[src/rtl/suprloco_frame_sigcap.sv]
// ---------------------------------------------------------------------------
// suprloco_frame_sigcap
//
// Hardware frame grabber / signature generator for the video output bus.
// Raster coordinates are recovered purely from the active-video strobe:
// a long enough run of EN-low pixel ticks marks vertical blank, shorter
// runs are horizontal blank. Each active pixel is re-emitted with its (x,y)
// coordinates, 8-bit-per-channel colour and SOF/EOL/EOF markers. A CRC-32
// over every pixel of a frame plus line-length and line-count checks give
// a compact per-frame signature for hardware self-test.
//
// Ports
//   i_EMU_MCLK      master clock
//   i_EMU_RST       synchronous reset, active-high
//   i_VIDEO_CEN     pixel clock enable; video inputs are sampled only when high
//   i_VIDEO_EN      active-video strobe
//   i_VIDEO_R/G/B   CW-bit colour channels
//   o_PX_VALID      one-MCLK pixel strobe
//   o_PX_X/o_PX_Y   coordinates of the pixel flagged by o_PX_VALID
//   o_PX_RGB        {R8,G8,B8}, each channel bit-replicated from CW bits
//   o_SOF           asserted with the first pixel of a frame
//   o_EOL           one-MCLK pulse at the end of each line
//   o_EOF           one-MCLK pulse at the end of a frame
//   o_FRAME_CNT     number of completed frames (wraps)
//   o_FRAME_CRC     CRC-32 of the last completed frame
//   o_LINE_ERR      last frame contained a line whose length != H_ACTIVE
//   o_GEOM_ERR      last frame line count != V_ACTIVE
// ---------------------------------------------------------------------------
module suprloco_frame_sigcap #(
  parameter int CW         = 3,
  parameter int H_ACTIVE   = 256,
  parameter int V_ACTIVE   = 224,
  parameter int VBLANK_MIN = 64,
  parameter int XW         = 9
) (
  input  logic          i_EMU_MCLK,
  input  logic          i_EMU_RST,
  input  logic          i_VIDEO_CEN,
  input  logic          i_VIDEO_EN,
  input  logic [CW-1:0] i_VIDEO_R,
  input  logic [CW-1:0] i_VIDEO_G,
  input  logic [CW-1:0] i_VIDEO_B,
  output logic          o_PX_VALID,
  output logic [XW-1:0] o_PX_X,
  output logic [XW-1:0] o_PX_Y,
  output logic [23:0]   o_PX_RGB,
  output logic          o_SOF,
  output logic          o_EOL,
  output logic          o_EOF,
  output logic [15:0]   o_FRAME_CNT,
  output logic [31:0]   o_FRAME_CRC,
  output logic          o_LINE_ERR,
  output logic          o_GEOM_ERR
);

  typedef enum logic [1:0] {
    ST_SYNC   = 2'd0,
    ST_VBLANK = 2'd1,
    ST_LINE   = 2'd2,
    ST_HBLANK = 2'd3
  } state_t;

  localparam logic [7:0]    GAP_MAX   = 8'(VBLANK_MIN);
  localparam logic [XW-1:0] XY_MAX    = {XW{1'b1}};
  localparam logic [XW-1:0] XY_ONE    = XW'(1);
  localparam logic [XW-1:0] H_ACT_C   = XW'(H_ACTIVE);
  localparam logic [XW-1:0] V_ACT_C   = XW'(V_ACTIVE);
  localparam logic [31:0]   CRC_POLY  = 32'h04C11DB7;
  localparam logic [31:0]   CRC_INIT  = 32'hFFFFFFFF;

  // Replicate a CW-bit channel MSB-first into 8 bits: repeating the value
  // and keeping the top byte gives exactly the MSB-first replication.
  function automatic logic [7:0] expand_col(input logic [CW-1:0] c);
    logic [8*CW-1:0] rep;
    rep = {8{c}};
    return rep[8*CW-1 -: 8];
  endfunction

  // CRC-32 (poly 04C11DB7, MSB-first) over one 24-bit pixel in a single step.
  // The data word is shifted out from bit 23 (R[7]) down to bit 0 (B[0]).
  function automatic logic [31:0] crc32_px(input logic [31:0] crc,
                                           input logic [23:0] d);
    logic [31:0] c;
    logic [23:0] sh;
    logic        fb;
    c  = crc;
    sh = d;
    for (int i = 0; i < 24; i++) begin
      fb = c[31] ^ sh[23];
      c  = {c[30:0], 1'b0} ^ (fb ? CRC_POLY : 32'h0000_0000);
      sh = {sh[22:0], 1'b0};
    end
    return c;
  endfunction

  state_t        state_r;
  logic [7:0]    gap_r;
  logic [XW-1:0] x_r;
  logic [XW-1:0] y_r;
  logic [31:0]   crc_r;
  logic          line_err_acc_r;

  logic [7:0]    gap_nxt_s;
  logic          gap_hit_s;
  logic [XW-1:0] x_inc_s;
  logic [XW-1:0] y_inc_s;
  logic [23:0]   pix_rgb_s;

  // Next blank-gap count plus saturating coordinate increments and colour expansion.
  always_comb begin
    gap_nxt_s = gap_r;
    if (i_VIDEO_EN) begin
      gap_nxt_s = 8'd0;
    end else if (gap_r == GAP_MAX) begin
      gap_nxt_s = gap_r;
    end else begin
      gap_nxt_s = gap_r + 8'd1;
    end

    gap_hit_s = (gap_nxt_s == GAP_MAX);

    x_inc_s = x_r;
    if (x_r == XY_MAX) begin
      x_inc_s = x_r;
    end else begin
      x_inc_s = x_r + XY_ONE;
    end

    y_inc_s = y_r;
    if (y_r == XY_MAX) begin
      y_inc_s = y_r;
    end else begin
      y_inc_s = y_r + XY_ONE;
    end

    pix_rgb_s = {expand_col(i_VIDEO_R), expand_col(i_VIDEO_G), expand_col(i_VIDEO_B)};
  end

  // Raster-recovery FSM with all registered outputs, sampled on CEN ticks only.
  always_ff @(posedge i_EMU_MCLK) begin
    if (i_EMU_RST) begin
      state_r        <= ST_SYNC;
      gap_r          <= 8'd0;
      x_r            <= '0;
      y_r            <= '0;
      crc_r          <= CRC_INIT;
      line_err_acc_r <= 1'b0;
      o_PX_VALID     <= 1'b0;
      o_PX_X         <= '0;
      o_PX_Y         <= '0;
      o_PX_RGB       <= 24'h00_0000;
      o_SOF          <= 1'b0;
      o_EOL          <= 1'b0;
      o_EOF          <= 1'b0;
      o_FRAME_CNT    <= 16'h0000;
      o_FRAME_CRC    <= 32'h0000_0000;
      o_LINE_ERR     <= 1'b0;
      o_GEOM_ERR     <= 1'b0;
    end else begin
      // Strobes are single-MCLK; they drop again on the next clock, CEN or not.
      o_PX_VALID <= 1'b0;
      o_SOF      <= 1'b0;
      o_EOL      <= 1'b0;
      o_EOF      <= 1'b0;

      if (i_VIDEO_CEN) begin
        gap_r <= gap_nxt_s;

        case (state_r)
          // Nothing is trusted until a full vertical blank has been seen.
          ST_SYNC: begin
            if (gap_hit_s) begin
              state_r <= ST_VBLANK;
            end
          end

          // First active sample after vblank opens a new frame at (0,0).
          ST_VBLANK: begin
            if (i_VIDEO_EN) begin
              state_r        <= ST_LINE;
              y_r            <= '0;
              x_r            <= XY_ONE;
              line_err_acc_r <= 1'b0;
              crc_r          <= crc32_px(CRC_INIT, pix_rgb_s);
              o_PX_VALID     <= 1'b1;
              o_SOF          <= 1'b1;
              o_PX_X         <= '0;
              o_PX_Y         <= '0;
              o_PX_RGB       <= pix_rgb_s;
            end
          end

          ST_LINE: begin
            if (i_VIDEO_EN) begin
              x_r        <= x_inc_s;
              crc_r      <= crc32_px(crc_r, pix_rgb_s);
              o_PX_VALID <= 1'b1;
              o_PX_X     <= x_r;
              o_PX_Y     <= y_r;
              o_PX_RGB   <= pix_rgb_s;
            end else begin
              // x_r holds the number of pixels seen on this line.
              state_r <= ST_HBLANK;
              o_EOL   <= 1'b1;
              if (x_r != H_ACT_C) begin
                line_err_acc_r <= 1'b1;
              end
              y_r <= y_inc_s;
              x_r <= '0;
            end
          end

          // A short gap starts a new line; a gap reaching VBLANK_MIN ends the frame.
          ST_HBLANK: begin
            if (i_VIDEO_EN) begin
              state_r    <= ST_LINE;
              x_r        <= x_inc_s;
              crc_r      <= crc32_px(crc_r, pix_rgb_s);
              o_PX_VALID <= 1'b1;
              o_PX_X     <= x_r;
              o_PX_Y     <= y_r;
              o_PX_RGB   <= pix_rgb_s;
            end else if (gap_hit_s) begin
              // y_r was bumped at every EOL, so it equals the frame's line count.
              state_r     <= ST_VBLANK;
              o_EOF       <= 1'b1;
              o_FRAME_CRC <= ~crc_r;
              o_LINE_ERR  <= line_err_acc_r;
              o_GEOM_ERR  <= (y_r != V_ACT_C);
              o_FRAME_CNT <= o_FRAME_CNT + 16'd1;
            end
          end

          default: begin
            state_r <= ST_SYNC;
          end
        endcase
      end
    end
  end

endmodule

[config.mk]
export PLATFORM = sky130hd
export DESIGN_NAME = suprloco_frame_sigcap
export DESIGN_NICKNAME = d
export VERILOG_FILES = /design/src/rtl/suprloco_frame_sigcap.sv
export SDC_FILE = /design/constraint.sdc
export NUM_CORES = 1
export LEC_CHECK = 0
export ABC_AREA = 1
export BUFFER_PORTS_ARGS = -buffer_cell sky130_fd_sc_hd__buf_2
export CORE_MARGIN = 2
export CORE_UTILIZATION = 55
export CTS_BUF_LIST = sky130_fd_sc_hd__clkbuf_2 sky130_fd_sc_hd__clkbuf_4 sky130_fd_sc_hd__clkbuf_8
export CTS_CLUSTER_DIAMETER = 150
export DETAILED_ROUTE_END_ITERATION = 8
export PLACE_DENSITY_LB_ADDON = 0.05
export SYNTH_ARGS = -nofsm -noshare
export SYNTH_HDL_FRONTEND = slang
export SYNTH_SLANG_ARGS = --single-unit
[constraint.sdc]
create_clock -name i_EMU_MCLK -period 6 [get_ports i_EMU_MCLK]
set_input_delay 1.2 -clock i_EMU_MCLK [delete_from_list [all_inputs] [get_ports i_EMU_MCLK]]
set_output_delay 1.2 -clock i_EMU_MCLK [all_outputs]
set_load 0.02 [all_outputs]
==> key figures <==
Placed design
  – DP HPWL: 26350 µm
  – IO buf count: between 100 and 150
  – Placed cell area: 11050 µm²
  – Pre-CTS WS: 1.932 ns
  – GPL Wtd Cong: between 1 and 1.5

STA
  – Post-route clock skew: 0.01600 ns
  – Final period utilization: 61.17%
  – Maximum clock frequency: 272.4 MHz
  – WHS: roughly 0.46 ns
  – Worst slew margin: 24.92%
  – Final worst slack: 2.330 ns
  – Unrepaired setup endpoints after global routing: no
  – Max Slew Vio Count: 0
  – Final min period: approximately 3.7 ns
  – Slew @ Worst Pin: 1.125 ns
  – Final Hold Viols: 0
  – Finish-stage setup viols: 0
  – Setup TNS: 0 ns

Setup path
  – WS Path Type: in -> reg
  – Crit path required time: 6.36 ns
  – Origin of the critical flop-to-flop path: gap_r[1]$_SDFFE_PP0P_
  – Setup crit end kind: flop
  – Startpoint Class: primary input
  – CP arrival: 4.03 ns
  – Reg2reg path depth: 15
  – Reg-to-reg endpoint: o_FRAME_CNT[13]$_SDFFE_PP0P_
  – Reg2reg setup slack: 2.81 ns
  – Worst-path maximum fanout: 12

GRT
  – Largest net degree at the start of global routing: 69
  – Gr usage total: approximately a third
  – Initial antenna violation count: 0
  – Vias in the first global route: approximately 10000
  – Grt total ovfl: 0
  – Global-route wire length before repair: roughly 53000 µm

Floorplanning
  – Chip Height: 142.0 µm
  – Row count: 50
  – Die Footprint: 20180 µm²
  – Die Wd: approximately 140 µm
  – Initial core utilization: 56.03%
  – I/O pin count: 109
  – Core area: 18710 µm²

Logic synthesis
  – Yosys warns: 0
  – EDFF count, synth: 0
  – Post-Synth Simple-Gate Area: 38.40%
  – Syn_nets: about 1600
  – Yosys reg bits: 142
  – Area share of fa/ha/maj cells after synthesis: less than 1%
  – Top FF cell, synth: dfxtp_1
  – Number of distinct library cells after synthesis: 47
  – Compound-Gate Fraction of Synth Area: 11.88%
  – FFs w/ async S/R, synth: 0%
  – Synthesized area: around 10000 µm²
  – Gate count of the mapped netlist: around 1600
  – Post-synthesis mux area share: 0%
  – Register area share after synthesis: a little over a quarter
  – Mean post-synth cell area: 6.566 µm²
  – Xor and xnor area share after synthesis: 12.94%
  – Largest family of logic cells by synthesized area: simple AND/OR/NAND/NOR gates

CTS
  – CTS-repair resized insts: 0
  – Worst skew pair latency: around 0.46 ns
  – H-Tree Depth: 4
  – Clock transition at path regs: ~0.09 ns
  – Post-CTS Hold Fix Bufs: 0
  – Sink Count: 142
  – CTS root buffer: clkbuf_8
  – CTS tree: done
  – CTS max path bufs: 2
  – Post-CTS Setup Repair Bufs: 0
  – TritonCTS Buffers: 17

Routing
  – Drt wl/cell: between 15 and 20 µm
  – Drt pass-1 iters: 5
  – Antenna Nets Post-Route: 0
  – Routed WL: 33760 µm
  – Via/cell ratio: 5.561
  – Vias: 10660
  – DRC: 0
  – Initial DRC count: 790

Hold path
  – Hold path cells: 2
  – Hold Startpoint: o_FRAME_CRC[25]$_SDFFE_PP0P_
  – HP Class: reg -> reg
  – Hold EP: o_FRAME_CRC[25]$_SDFFE_PP0P_

Cells and area
  – Layout cells sized above 1: between 10% and 20%
  – Inserted Diodes: 0
  – Final Net Count: 1691
  – Final design area excluding fillers: 11460 µm²
  – Area grow syn2layout: 9.348%

Status
  – Outcome: completed

Flow run
  – Maxcap violations: 0

Power
  – Power Total: between 3000 and 4000 µW
  – Leak: 0.005527 µW
  – Pwr dens: 267.3 nW/µm²
  – Peak supply drop: roughly 0.18 mV
==> report_power, final <==
group	internal, µW	switching [µW]
clock	401	417
combinational	400	887
sequential	949	9.36
total	1750	1310
==> cell families (layout without fill, tap and decap cells) <==
| group | after synthesis | in the layout |
|---|---|---|
| xor gates and xnor gates | 142 | 142 |
| and+or+nand+nor | 858 | 858 |
| AOI/OAI and AO/OA | 234 | 234 |
| buffers and inverters | 212 | 299 |
| adders and majority gates | 8 | 8 |
| DFF | 142 | 142 |
==> worst max-delay path by stage <==
stage | start | to | slack [ns]
finish | i_VIDEO_R[2] | crc_r[27]$_SDFFE_PP1P_ | 2.33
floorplan | i_VIDEO_R[1] | crc_r[5]$_SDFFE_PP1P_ | 2.84
global placement | i_VIDEO_R[2] | crc_r[27]$_SDFFE_PP1P_ | 1.95
CTS | i_VIDEO_R[2] | crc_r[27]$_SDFFE_PP1P_ | 2.41
global route | i_VIDEO_R[2] | crc_r[11]$_SDFFE_PP1P_ | 2.20
detailed placement | i_VIDEO_R[2] | crc_r[27]$_SDFFE_PP1P_ | 1.93
==> area by class of cell <==
cell class,count,area (µm²)
tap,234,292.8
clock buffer,19,261.5
timing repair buffer,116,600.6
fill,1865,7246
clock inverter,13,150.1
multi-input combinational,1242,6735
inverter,151,576.8
sequential,142,2843
==> critical path: stages <==
cell	delay, ns
buf_2	0.30
inv_2	0.22
nand2_1	0.14
nand2_2	0.15
nand2_1	0.12
nand2_2	0.09
nand2_2	0.13
nand3_4	0.15
nand2_8	0.14
nand2_1	0.06
nand3_1	0.13
nand2_1	0.09
nand2_2	0.11
nand2_4	0.11
inv_2	0.10
nand2_1	0.07
a21oi_1	0.37
o21ai_0	0.19
nand2_1	0.09
nand2_1	0.05
==> state kept, by name, summed over array words and instances (netlist names), 2 cells and up <==
name,flops
crc_r,32
gap_r,8
o_FRAME_CNT,16
o_FRAME_CRC,32
o_PX_RGB,9
o_PX_X,9
o_PX_Y,9
state_r,2
x_r,9
y_r,9
==> synthesized netlist by cell type, types with 10 or more instances <==
cell type  number  area [µm²]
nand2_1       516        1937
dfxtp_1       142        2843
nand3_1       129       645.6
inv_1         121       454.2
a21oi_1       109       545.5
xor2_1         96       840.8
o21ai_0        80       400.4
nand2_2        57       356.6
nor2_1         53       198.9
xnor2_1        34       297.8
clkbuf_1       30       112.6
inv_2          23       86.33
nand2_4        21       236.5
o21ai_1        21       105.1
nor3_1         19       95.09
buf_4          17       127.6
nand3_2        13       130.1
nand4_1        12       75.07
buf_2          10       50.05
xor2_2         10       162.7
==> layer usage <==
layer	vias to the layer above	global-route usage, %	routed length [µm]
met5	-	0	0
met2	457	55.20	15060
met4	0	16.32	1638
li1	5260	-	-
met1	4863	44.08	14520
met3	80	6.292	2542
==> per-stage QoR <==
stage | util, % | cells
floorplan | - | 1596
global placement | 59.06 | 1885
detailed placement | 59.06 | 1885
CTS | 61.26 | 1917
global route | 61.26 | 1917
finish | 61.26 | 1917
==> cell usage in the layout, fill, tap and decap left out, types with 5 or more instances in the layout <==
cell type    n
a21oi_1    109
a2bb2oi_1    8
buf_2      108
buf_4        8
clkbuf_8    19
dfxtp_1    142
ha_1         8
inv_1      121
inv_2       23
inv_6        7
nand2_1    516
nand2_2     57
nand2_4     21
nand3_1    129
nand3_2     13
nand3b_1     5
nand4_1     12
nor2_1      51
nor3_1      19
nor4_1       7
o211ai_1     5
o21ai_0     80
o21ai_1     21
or2_2        8
xnor2_1     34
xor2_1      96
xor2_2      10
(Power assumes the default switching activity.)
